$ cat src/rtl/current_sense_adc_if.sv
// Pin and result bundle for the current-sense ADC SPI master.
// The master modport is the ADC controller; the slave modport is the ADC plus result consumer.
interface current_sense_adc_if;
  logic                cs_n;
  logic                sclk;
  logic                miso;
  logic [11:0]         raw;
  logic signed [12:0]  current;
  logic                current_valid;
  logic                overcurrent;

  modport master (
    output cs_n,
    output sclk,
    input  miso,
    output raw,
    output current,
    output current_valid,
    output overcurrent
  );

  modport slave (
    input  cs_n,
    input  sclk,
    output miso,
    input  raw,
    input  current,
    input  current_valid,
    input  overcurrent
  );
endinterface

$ cat src/rtl/current_sense_adc.sv
// Periodic SPI master for a 12-bit AD7476-style current-sense ADC with offset removal and an
// overcurrent flag. Define CURRENT_SENSE_FILTER_EN to add a 4-tap boxcar average on `current`.
module current_sense_adc #(
  parameter int unsigned CLK_DIV       = 4,
  parameter int unsigned SAMPLE_PERIOD = 3200,
  parameter int unsigned OFFSET        = 2048,
  parameter int unsigned LIMIT         = 1800
) (
  input  logic                       clk,
  input  logic                       reset,
  current_sense_adc_if.master        bus
);

  localparam int unsigned CntW  = (CLK_DIV > 1) ? $clog2(CLK_DIV) : 1;
  localparam int unsigned PcntW = (SAMPLE_PERIOD > 1) ? $clog2(SAMPLE_PERIOD) : 1;

  localparam logic [CntW-1:0]   CntLast   = CntW'(CLK_DIV - 1);
  localparam logic [PcntW-1:0]  PcntLast  = PcntW'(SAMPLE_PERIOD - 1);
  localparam logic signed [12:0] OffsetS  = 13'(OFFSET);
  localparam logic signed [12:0] LimitS   = 13'(LIMIT);
  localparam logic signed [12:0] NegLimitS = -LimitS;

  typedef enum logic [1:0] {StIdle, StSetup, StShift, StDone} state_e;

  state_e             state_q, state_d;
  logic [CntW-1:0]    cnt_q, cnt_d;
  logic [PcntW-1:0]   pcnt_q, pcnt_d;
  logic [3:0]         bit_q, bit_d;
  logic               phase_hi_q, phase_hi_d;
  logic [11:0]        sr_q, sr_d;
  logic               cs_n_q, cs_n_d;
  logic               sclk_q, sclk_d;
  logic [11:0]        raw_q, raw_d;
  logic signed [12:0] current_q, current_d;
  logic               valid_q, valid_d;
  logic               oc_q, oc_d;

  logic signed [12:0] sample;
  logic signed [12:0] cur_value;

  assign sample = $signed({1'b0, sr_q}) - OffsetS;

`ifdef CURRENT_SENSE_FILTER_EN
  logic signed [12:0] hist_q [3];
  logic signed [12:0] hist_d [3];
  logic signed [14:0] sum;

  function automatic logic signed [14:0] sx15(input logic signed [12:0] v);
    return $signed({{2{v[12]}}, v});
  endfunction

  always_comb begin
    sum       = sx15(sample) + sx15(hist_q[0]) + sx15(hist_q[1]) + sx15(hist_q[2]);
    cur_value = 13'(sum >>> 2);
    hist_d    = hist_q;
    if (state_q == StDone) begin
      hist_d[0] = sample;
      hist_d[1] = hist_q[0];
      hist_d[2] = hist_q[1];
    end
  end

  always_ff @(posedge clk or posedge reset) begin
    if (reset) begin
      hist_q <= '{default: '0};
    end else begin
      hist_q <= hist_d;
    end
  end
`else
  assign cur_value = sample;
`endif

  always_comb begin
    state_d    = state_q;
    cnt_d      = cnt_q;
    bit_d      = bit_q;
    phase_hi_d = phase_hi_q;
    sr_d       = sr_q;
    raw_d      = raw_q;
    current_d  = current_q;
    oc_d       = oc_q;
    valid_d    = 1'b0;
    pcnt_d     = (pcnt_q == PcntLast) ? '0 : pcnt_q + 1'b1;

    unique case (state_q)
      StIdle: begin
        if (pcnt_q == '0) begin
          state_d = StSetup;
          cnt_d   = '0;
        end
      end
      StSetup: begin
        if (cnt_q == CntLast) begin
          state_d    = StShift;
          cnt_d      = '0;
          bit_d      = '0;
          phase_hi_d = 1'b0;
        end else begin
          cnt_d = cnt_q + 1'b1;
        end
      end
      StShift: begin
        if (cnt_q == CntLast) begin
          cnt_d = '0;
          if (!phase_hi_q) begin
            // Sample on the last low cycle; the four leading bits fall off the top.
            sr_d       = {sr_q[10:0], bus.miso};
            phase_hi_d = 1'b1;
          end else if (bit_q == 4'd15) begin
            state_d = StDone;
          end else begin
            bit_d      = bit_q + 1'b1;
            phase_hi_d = 1'b0;
          end
        end else begin
          cnt_d = cnt_q + 1'b1;
        end
      end
      StDone: begin
        state_d   = StIdle;
        raw_d     = sr_q;
        current_d = cur_value;
        oc_d      = (sample > LimitS) || (sample < NegLimitS);
        valid_d   = 1'b1;
      end
      default: state_d = StIdle;
    endcase

    // Pins are registered from the next state so they change glitch-free with the FSM.
    cs_n_d = !((state_d == StSetup) || (state_d == StShift));
    sclk_d = !((state_d == StShift) && !phase_hi_d);
  end

  always_ff @(posedge clk or posedge reset) begin
    if (reset) begin
      state_q    <= StIdle;
      cnt_q      <= '0;
      pcnt_q     <= '0;
      bit_q      <= '0;
      phase_hi_q <= 1'b0;
      sr_q       <= '0;
      cs_n_q     <= 1'b1;
      sclk_q     <= 1'b1;
      raw_q      <= '0;
      current_q  <= '0;
      valid_q    <= 1'b0;
      oc_q       <= 1'b0;
    end else begin
      state_q    <= state_d;
      cnt_q      <= cnt_d;
      pcnt_q     <= pcnt_d;
      bit_q      <= bit_d;
      phase_hi_q <= phase_hi_d;
      sr_q       <= sr_d;
      cs_n_q     <= cs_n_d;
      sclk_q     <= sclk_d;
      raw_q      <= raw_d;
      current_q  <= current_d;
      valid_q    <= valid_d;
      oc_q       <= oc_d;
    end
  end

  assign bus.cs_n          = cs_n_q;
  assign bus.sclk          = sclk_q;
  assign bus.raw           = raw_q;
  assign bus.current       = current_q;
  assign bus.current_valid = valid_q;
  assign bus.overcurrent   = oc_q;

endmodule

$ cat src/flat_wrapper.sv
// flat-port wrapper written by rule: the top's interface ports become plain ports
module current_sense_adc_flat 
#(
  parameter int unsigned CLK_DIV       = 4,
  parameter int unsigned SAMPLE_PERIOD = 3200,
  parameter int unsigned OFFSET        = 2048,
  parameter int unsigned LIMIT         = 1800
)
  (clk, reset, bus_cs_n, bus_sclk, bus_miso, bus_raw, bus_current, bus_current_valid, bus_overcurrent);
  current_sense_adc_if bus_i ();
  input  logic clk;
  input  logic reset;
  output wire logic [$bits(bus_i.cs_n)-1:0] bus_cs_n;
  output wire logic [$bits(bus_i.sclk)-1:0] bus_sclk;
  input wire logic [$bits(bus_i.miso)-1:0] bus_miso;
  output wire logic [$bits(bus_i.raw)-1:0] bus_raw;
  output wire logic [$bits(bus_i.current)-1:0] bus_current;
  output wire logic [$bits(bus_i.current_valid)-1:0] bus_current_valid;
  output wire logic [$bits(bus_i.overcurrent)-1:0] bus_overcurrent;
  assign bus_cs_n = bus_i.cs_n;
  assign bus_sclk = bus_i.sclk;
  assign bus_i.miso = bus_miso;
  assign bus_raw = bus_i.raw;
  assign bus_current = bus_i.current;
  assign bus_current_valid = bus_i.current_valid;
  assign bus_overcurrent = bus_i.overcurrent;
  current_sense_adc #(.CLK_DIV(CLK_DIV), .SAMPLE_PERIOD(SAMPLE_PERIOD), .OFFSET(OFFSET), .LIMIT(LIMIT)) u_core (.clk(clk), .reset(reset), .bus(bus_i));
endmodule
$ cat config.mk
export PLATFORM = sky130hd
export DESIGN_NAME = current_sense_adc_flat
export DESIGN_NICKNAME = d
export VERILOG_FILES = /design/src/rtl/current_sense_adc_if.sv /design/src/rtl/current_sense_adc.sv /design/src/flat_wrapper.sv
export SDC_FILE = /design/constraint.sdc
export NUM_CORES = 1
export LEC_CHECK = 0
export ABC_CLOCK_PERIOD_IN_PS = 2200
export CORE_MARGIN = 10
export CORE_UTILIZATION = 50
export DETAILED_ROUTE_END_ITERATION = 16
export GPL_ROUTABILITY_DRIVEN = 0
export HOLD_SLACK_MARGIN = 0.03
export PLACE_DENSITY = 0.82
export SLEW_MARGIN = 20
export SYNTH_ARGS = -nofsm -noshare
export SYNTH_HDL_FRONTEND = slang
export SYNTH_SLANG_ARGS = --single-unit
$ cat constraint.sdc
create_clock -name clk -period 2.2 [get_ports clk]
set_clock_uncertainty 0.1 [all_clocks]
set_input_delay 0.22 -clock clk [delete_from_list [all_inputs] [get_ports clk]]
set_output_delay 0.22 -clock clk [all_outputs]
set_load 0.005 [all_outputs]
=== After elaboration in Yosys (flattened, before gate mapping) ===
Index checks and enable logic that the tools add are counted.

* Register bits after elaboration: 62
* Input bits: 3

* Add/subtract/negate cells: 4
* Order comparisons: 2
* Equal/unequal tests: 13
* Mux-type cells: 21
* Bitwise gates (word level): 1
* Reductions and logical operators: 14

{| class="wikitable"
|+ Operators with widths
! operator !! number
|-
| $mux W4 || 4
|-
| $mux W2 || 7
|-
| $gt A13 B12 Y1 const B || 1
|-
| $lt A13 B12 Y1 const B || 1
|-
| $sub A12 B12 Y13 const B || 1
|-
| $add A12 B1 Y12 const B || 1
|-
| $eq A12 B12 Y1 const B || 1
|-
| $logic_not A12 Y1 || 1
|-
| $mux W12 || 1
|-
| $eq A2 B2 Y1 const B || 4
|-
| $ne A2 B1 Y1 const B || 4
|-
| $pmux W2 S4 || 1
|-
| $pmux W4 S2 || 1
|-
| $mux W1 || 5
|-
| $reduce_and A5 Y1 || 1
|-
| $add A4 B1 Y4 const B || 1
|-
| $eq A2 B1 Y1 const B || 2
|-
| $eq A4 B4 Y1 const B || 1
|-
| $pmux W2 S2 || 1
|-
| $reduce_bool A2 Y1 || 2
|-
| $logic_not A1 Y1 || 3
|-
| $reduce_and A3 Y1 || 1
|-
| $add A2 B1 Y2 const B || 1
|-
| $logic_not A2 Y1 || 1
|-
| other kinds (7) || 8
|}

=== Logic depth before layout (Yosys ltp) ===
Gate-level depths: netlist of run 1.

* Depth after elaboration: 8
* Mapped depth: 8

=== Worst setup path before layout of run 1 ===
No wires, ideal clock.

* Kind: reg-to-reg
* Start point: reg u_core.state_q[0]
* End point: reg u_core.cs_n_q (netlist: u_core.bus.cs_n)
* Setup time: 83 ps
* Data arrival time: 1543 ps
* Data required time: 2017 ps
* Slack: 474 ps
* Cell stages (with the launch flop): 8
* Path buffers: 1
* Cell sequence: dfrtp_1 inv_1 ha_1 clkbuf_1 nand4_1 a21boi_2 o22ai_1 ha_1

* Longest elaborated chain between the ends: 7

{| class="wikitable"
|+ Ends and longest elaborated chain
! element !! RTL line !! source
|-
| from (decl) || current_sense_adc.sv:25 || <nowiki>state_e state_q, state_d;</nowiki>
|-
| from (signal assigned) || current_sense_adc.sv:137 || <nowiki>state_q <= StIdle;</nowiki>
|-
| from (signal assigned) || current_sense_adc.sv:150 || <nowiki>state_q <= state_d;</nowiki>
|-
| $mux W2 || current_sense_adc.sv:110 || <nowiki>end else if (bit_q == 4'd15) begin</nowiki>
|-
| $mux W2 || current_sense_adc.sv:106 || <nowiki>if (!phase_hi_q) begin</nowiki>
|-
| $mux W2 || current_sense_adc.sv:104 || <nowiki>if (cnt_q == CntLast) begin</nowiki>
|-
| $pmux W2 S4 * || current_sense_adc.sv:86 || <nowiki>unique case (state_q)</nowiki>
|-
| $eq A2 B1 Y1 / $eq A2 B2 Y1 (equally long branches) || current_sense_adc.sv:131 || <nowiki>cs_n_d = !((state_d == StSetup) || (state_d == StShift));</nowiki>
|-
| $logic_or A1 B1 Y1 * || current_sense_adc.sv:131 ||
|-
| $logic_not A1 Y1 * || current_sense_adc.sv:131 ||
|-
| via u_core.cs_n_d || current_sense_adc.sv:31 || <nowiki>logic cs_n_q, cs_n_d;</nowiki>
|-
| to (signal assigned) || current_sense_adc.sv:156 || <nowiki>cs_n_q <= cs_n_d;</nowiki>
|-
| to (decl) || current_sense_adc.sv:31 ||
|}

Mark *: on every way through the listed nets, which the timed path passes. The rest lies on a longest branch.
A chain may end at the register's enable or synchronous reset.

=== Final worst setup path of run 1 ===
* Start point: reg u_core.pcnt_q[0]
* End point: reg u_core.cs_n_q (netlist: u_core.bus.cs_n)

* Longest elaborated chain between the ends: 6

{| class="wikitable"
|+ Ends and longest elaborated chain
! element !! RTL line !! source
|-
| from (decl) || current_sense_adc.sv:27 || <nowiki>logic [PcntW-1:0] pcnt_q, pcnt_d;</nowiki>
|-
| from (signal assigned) || current_sense_adc.sv:152 || <nowiki>pcnt_q <= pcnt_d;</nowiki>
|-
| $logic_not A12 Y1 * || current_sense_adc.sv:88 || <nowiki>if (pcnt_q == '0) begin</nowiki>
|-
| $mux W2 * || current_sense_adc.sv:88 ||
|-
| $pmux W2 S4 * || current_sense_adc.sv:86 ||
|-
| $eq A2 B1 Y1 / $eq A2 B2 Y1 (equally long branches) || current_sense_adc.sv:131 ||
|-
| $logic_or A1 B1 Y1 * || current_sense_adc.sv:131 ||
|-
| $logic_not A1 Y1 * || current_sense_adc.sv:131 ||
|-
| via u_core.cs_n_d || current_sense_adc.sv:31 ||
|}

Marks and branches as above.

==> summary.txt, run 1 <==
Logic synthesis
  – Average cell area after synthesis: 12.2 um^2
  – Gate Count Post-Synth: 194
  – Register bit total from synthesis: 50
  – Mapped Area: 2360 um^2
  – Post-synth ARST share: 1.00
  – Ys flop type: dfrtp_1
  – Yosys cell types: 46
  – Post-synth EDFFs: 0
  – Synth Warn #: 0
  – Synthesized net count: 206
  – Sequential fraction of the synthesis area: 0.531

Global routing
  – GRT met3 Usage: 0.0432
  – GRT overflow: 0
  – Overall routing resource usage: 0.115
  – Global Route met2 Usage: 0.182
  – First-pass GRT wire length: 7160 um
  – GR peak layer: met2
  – Largest net degree at the start of global routing: 51
  – Initial antenna violation count: 0
  – Vias in the first global route: 1501
  – Met1 Usage GRT: 0.142

Routing
  – Drt wl/cell: 15.4 um
  – Vias: 1491
  – Initial DRC count: 59
  – Pre-antenna DRT Iters: 4
  – Antenna Violating Nets Remaining: 0
  – DRC: 0
  – Drt via density: 5.48
  – Drt total wl: 4190 um

Setup path
  – Worst EP arrival: 2.02 ns
  – Setup CP Type: reg -> reg
  – Crit Reg-Reg Startpoint: u_core.pcnt_q[0]
  – Crit path from: u_core.pcnt_q[0]
  – Startpoint types: flop
  – R2r setup slk: 0.32 ns
  – R2R Path End: u_core.bus.cs_n
  – WP data required: 2.33 ns
  – Nature of the critical path endpoint: flop
  – Worst Path Max Fanout: 6
  – Worst r2r path cells: 7

Final layout
  – Antenna diodes: 0
  – Finished Core Util: 0.617
  – Area growth from synthesis to layout: 17.1%
  – Cell area after layout: 2760 um^2
  – Final net count: 231
  – Fill count: 365
  – Final non-filler cell total: 272
  – Ratio of cells with drive above 1 in the final layout: 0.209

STA
  – Slew @ Worst Pin: 0.607 ns
  – Setup TNS: 0 ns
  – Tcrit/Tclk final: 0.856
  – Crit path time final: 1.88 ns
  – Peak Freq: 531 MHz
  – Pins Over Slew Limit: 0
  – Slew HR: 0.595
  – Final Hold Fails: 0
  – Endpoints failing setup: 0
  – RSZ-0062 raised after global routing: no

Clock network
  – CTS max path bufs: 2
  – Max H-tree Level: 2
  – Clock sinks: 50
  – Worst-Skew Late Latency: 0.31 ns
  – Post-CTS Setup Inserts: 0
  – CTS tree: yes
  – Root buffer cell: clkbuf_8
  – Hold Buf Count CTS: 0
  – Reg clk slew, reported paths: 0.09 ns
  – CTS Buf Count: 5
  – Post-cts resize count: 0

Placement
  – Port Buffer Count: 31
  – DP Area: 2650 um^2
  – HPWL Detailed: 3030 um
  – Placed insts: 264

Pwr
  – Sw frac: 0.210
  – Leakage power: 1.24 nW
  – Sequential share of power: 0.577
  – Clock power frac: 0.405
  – VDD IR max: 0.000346 V
  – Switching pwr: 0.000340 W
  – PD cells: 585 nW/um^2
  – Comb pwr share: 0.018
  – Internal power: 0.00128 W

Floorplan
  – Core region area: 4470 um^2
  – Rows: 24
  – Starting Density: 0.527
  – I/O pins: 32
  – Die ar.: 7870 um^2
  – Die width: 88.7 um
  – Die Height: 88.7 um

Worst hold path
  – Hold Crit Class: in -> async

Run
  – Max-cap violations: 0

Status
  – Outcome: complete, no violations
## sequential cells by signal, indices dropped and copies added, names as in the netlist
name                      count
u_core.cnt_q                  2
u_core.sr_q                  12
u_core.bus.cs_n               1
u_core.state_q                2
u_core.bus.raw               12
u_core.bit_q                  4
u_core.phase_hi_q             1
u_core.pcnt_q                12
u_core.bus.current            1
u_core.bus.overcurrent        1
u_core.bus.current_valid      1
u_core.bus.sclk               1
## area by class of cell
| type | instances | area (um^2) | share of cell area |
|---|---|---|---|
| sequential | 50 | 1250 | 0.454 |
| multi-input combinational | 120 | 968 | 0.351 |
| timing repair buffer | 34 | 333 | 0.120 |
| clock buffer | 5 | 68.8 | 0.0249 |
| tap | 52 | 65.1 | 0.0236 |
| clock inverter | 3 | 43.8 | 0.0159 |
| inverter | 8 | 30.0 | 0.0109 |
## power by group through the flow
| stage | Combinational, W | Clock (W) | Sequential, W |
|---|---|---|---|
| after global routing | 0.0000350 | 0.000707 | 0.000934 |
| final | 0.0000295 | 0.000654 | 0.000932 |
| after global placement | 0.0000304 | 0 | 0.000950 |
| after floorplan | 0.0000203 | 0 | 0.000948 |
| after detailed placement | 0.0000310 | 0 | 0.000950 |
| after CTS | 0.0000311 | 0.000671 | 0.000932 |
## cell usage in the layout, fill, tap and decap left out, drive strengths merged, types with 2 or more instances in the layout
master and count:
nor4b 2, nand3b 3, a31oi 4, dfrtp 48, nor4 2, and3 7
o21ai 8, nor2 10, a22oi 2, dfstp 2, xor2 7, nand3 10
a21oi 2, ha 9, clkdlybuf4s50 31, nand2 6, nand4 3, a21o 2
clkbuf 5, inv 9, xnor2 2, nand2b 2, mux2 23, buf 3
## cells by family (layout without fill, tap and decap cells)
kind of cell	after synthesis	after routing	synth area share
DFF	50	50	0.531
buffers and inverters	24	50	0.0583
xor gates and xnor gates	9	9	0.0334
muxes	23	23	0.110
AOI/OAI and AO/OA	30	30	0.0917
and+or+nand+nor	49	49	0.128
adders and majority gates	9	9	0.0477
## layer usage
layer  up-vias  part of all wire
li1        731                 -
met1       722              0.45
met3         3             0.069
met4         0            0.0084
met2        35              0.48
met5         -                 0
## per-stage QoR
stage,hold slack [ns],setup slack [ns],power (W)
detailed placement,0.393,0.325,0.000981
CTS,0.298,0.313,0.00163
floorplan,0.271,0.474,0.000968
global placement,0.383,0.427,0.000980
global route,0.347,0.182,0.00168
finish,0.285,0.317,0.00162
## cells in the mapped netlist, types with 2 or more instances
cell	instances	share of area
nand2_1	6	0.0095
nand2b_1	2	0.0053
clkbuf_1	2	0.0032
inv_1	8	0.013
ha_1	9	0.048
nand3_1	9	0.019
dfstp_2	2	0.022
a31oi_1	3	0.0080
xnor2_1	2	0.0074
a21oi_1	2	0.0042
nor2_1	9	0.014
buf_4	12	0.038
buf_2	2	0.0042
nand3b_1	3	0.0095
xor2_1	7	0.026
o21ai_0	7	0.015
dfrtp_1	48	0.51
a22oi_1	2	0.0064
mux2_2	23	0.11
a21o_1	2	0.0064
nand4_1	3	0.0080
and3_1	7	0.019
## worst max path at each step
stage	endpoint	depth (start not counted)
final	u_core.bus.cs_n	7
after global routing	u_core.bus.cs_n	7
after CTS	u_core.bus.cs_n	7
after detailed placement	u_core.bus.cs_n	7
after global placement	u_core.bus.cs_n	7
after floorplan	u_core.bus.cs_n	7
## critical path, stage by stage (launching register included)
cell,delay [ns]
dfrtp_1,0.44
inv_1,0.08
ha_1,0.19
nor4b_2,0.15
a31o_2,0.26
a21boi_2,0.17
o22ai_1,0.16
ha_1,0.27
No activity file was read; power rests on OpenSTA's default activity.
==> inputs of run 2 (changes only) <==
HOLD_SLACK_MARGIN = 0.1   (was 0.03)
==> results of run 2 <==
The final DEF is identical to that of run 1; final timing and power are the same.
==> inputs of run 3 (changes only) <==
ABC_CLOCK_PERIOD_IN_PS = 2400   (was 2200)
CORE_UTILIZATION = 55   (was 50)
PLACE_DENSITY = 0.88   (was 0.82)
clock period = 2.4 ns   (was 2.2 ns; I/O delays follow)
==> run 3 against run 2 <==
Routed wire length up 1.7%. Cell count decreased by 1.1%. Die area down 7.1%. Combinational power up 2%. Largest cell class unchanged.
==> summary.txt, run 3 (synthesized netlist as in run 1, its figures left out) <==
Routing
  – Antenna Violating Nets Remaining: 0 (unchanged)
  – Drt via density: 5.64 (+2.8%)
  – Drt total wl: 4260 um (+1.7%)
  – Drt wl/cell: 15.8 um (+2.8%)
  – DRC: 0 (unchanged)
  – Initial DRC count: 66 (+12%)
  – Pre-antenna DRT Iters: 4 (unchanged)
  – Vias: 1516 (+1.7%)

Pwr
  – PD cells: 500 nW/um^2 (-15%)
  – VDD IR max: 0.000330 V (-4.5%)
  – Leakage power: 1.23 nW (-1.1%)

Floorplan
  – Die Height: 85.5 um (-3.6%)
  – Rows: 23 (-4.2%)
  – Core region area: 4090 um^2 (-8.7%)
  – I/O pins: 32 (unchanged)
  – Die width: 85.5 um (-3.6%)
  – Die ar.: 7310 um^2 (-7.1%)
  – Starting Density: 0.577 (+0.0501)

Global routing
  – First-pass GRT wire length: 7650 um (+6.8%)
  – Overall routing resource usage: 0.125 (+0.00975)
  – Met1 Usage GRT: 0.153 (+0.0111)
  – GRT met3 Usage: 0.0454 (+0.00221)
  – Largest net degree at the start of global routing: 30 (-41%)
  – Vias in the first global route: 1608 (+7.1%)
  – Global Route met2 Usage: 0.194 (+0.0126)
  – Initial antenna violation count: 0 (unchanged)
  – GRT overflow: 0 (unchanged)
  – GR peak layer: met2

Final layout
  – Final net count: 230 (-0.43%)
  – Finished Core Util: 0.671 (+0.0537)
  – Fill count: 307 (-16%)
  – Area growth from synthesis to layout: 16.2%
  – Commonest cells after routing, fill and taps aside: dfrtp_1 (48), clkdlybuf4s50_1 (31), mux2_2 (23)
  – Antenna diodes: 0 (unchanged)
  – Ratio of cells with drive above 1 in the final layout: 0.205 (-0.00361)
  – Commonest non-fill, non-tap cell in the layout: dfrtp_1

Clock network
  – Clock sinks: 50 (unchanged)
  – CTS tree: yes
  – Worst-Skew Late Latency: 0.30 ns (about the same)
  – Post-cts resize count: 0 (unchanged)
  – Reg clk slew, reported paths: 0.09 ns (about the same)
  – CTS Buf Count: 5 (unchanged)
  – CTS max path bufs: 2 (unchanged)
  – Max H-tree Level: 2 (unchanged)
  – Post-CTS Setup Inserts: 0 (unchanged)
  – Hold Buf Count CTS: 0 (unchanged)
  – Root buffer cell: clkbuf_8

Setup path
  – Setup CP Type: reg -> reg
  – Max incr delay on CP: 0.49 ns (+0.05 ns)
  – Crit Reg-Reg Startpoint: u_core.state_q[0]
  – Slowest cell on the critical path: nand3b_1
  – Worst EP arrival: 2.14 ns (+0.12 ns)
  – Startpoint types: flop
  – Worst Path Max Fanout: 12 (+6)
  – WP data required: 2.49 ns (+0.16 ns)
  – Crit path from: u_core.state_q[0]
  – R2r setup slk: 0.35 ns (+0.03 ns)
  – CP Cell Sequence: inv_1 -> ha_1 -> nand3b_1 -> mux2_2
  – Nature of the critical path endpoint: flop

Status
  – Outcome: complete, no violations

STA
  – Slew @ Worst Pin: 0.570 ns (-0.0373 ns)
  – Final Hold Fails: 0 (unchanged)
  – Worst setup margin: 0.349 ns (+0.0325 ns)
  – Endpoints failing setup: 0 (unchanged)
  – Peak Freq: 488 MHz (-8.2%)
  – Tcrit/Tclk final: 0.854 (-0.00154)
  – Pins Over Slew Limit: 0 (unchanged)
  – Slew HR: 0.619 (+0.0237)
  – RSZ-0062 raised after global routing: no
  – Setup TNS: 0 ns (unchanged)
  – Crit path time final: 2.05 ns (+0.167 ns)

Placement
  – Port Buffer Count: 31 (unchanged)
  – Pre-CTS WS: 0.351 ns (+0.0256 ns)
  – HPWL Detailed: 3080 um (+1.7%)

Run
  – Max-cap violations: 0 (unchanged)

Worst hold path
  – Hold Crit Class: in -> async
## run 3: cell types whose count changed in the layout (fill, tap and decap cells not counted)
cell	delta
buf_4	-2
clkinvlp_4	+1
buf_12	+1
bufinv_16	-1
inv_6	-1
clkinv_4	+1
## run 3: critical path: cells and delay by family, from the launching register on
kind | cells | cell delay, ns
flops | 1 | 0.44
fa+ha+maj | 1 | 0.37
buf+inv | 1 | 0.11
mux | 1 | 0.44
simple gates | 1 | 0.49
## run 3: layout make-up
| cell class | count | area, um^2 | area share |
|---|---|---|---|
| Clock inverter | 3 | 21.3 | 0.00776 |
| Clock buffer | 5 | 68.8 | 0.0251 |
| Tap cell | 50 | 62.6 | 0.0228 |
| Timing Repair Buffer | 33 | 338 | 0.123 |
| Sequential cell | 50 | 1250 | 0.457 |
| Multi-Input combinational cell | 120 | 968 | 0.353 |
| Inverter | 8 | 30.0 | 0.0109 |
## run 3: per-stage QoR
stage | total power (W) | instance area, um^2 | hold WS [ns] | instances
detailed placement | 0.000903 | 2650 | 0.406 | 261
global placement | 0.000901 | 2650 | 0.385 | 261
finish | 0.00137 | 2740 | 0.172 | 269
CTS | 0.00139 | 2740 | 0.182 | 269
floorplan | 0.000887 | 2360 | 0.291 | 194
global route | 0.00143 | 2740 | 0.204 | 269
## run 3: power breakdown
part | switching, W | total, W | internal, W | leakage, nW
Sequential | 0.00000696 | 0.000855 | 0.000848 | 0.641
Clock | 0.000281 | 0.000486 | 0.000205 | 0.0441
Combinational | 0.0000189 | 0.0000302 | 0.0000113 | 0.542
## run 3: worst paths after layout
check / endpoint / cells after the start
worst min register to register: u_core.cnt_q[0] / 1
worst max register to register: u_core.sr_q[2] / 4
min in group clk: u_core.cnt_q[0] / 1
worst max-delay path: u_core.sr_q[2] / 4
worst min-delay path: u_core.bus.raw[1] / 2
max in group asynchronous: u_core.bus.sclk / 3
## run 3: metal layers
layer	wire length, um	share of wire	up-vias
li1	-	-	731
met1	1890	0.44	740
met2	2000	0.47	38
met3	294	0.069	7
met4	76	0.018	0
met5	0	0	-
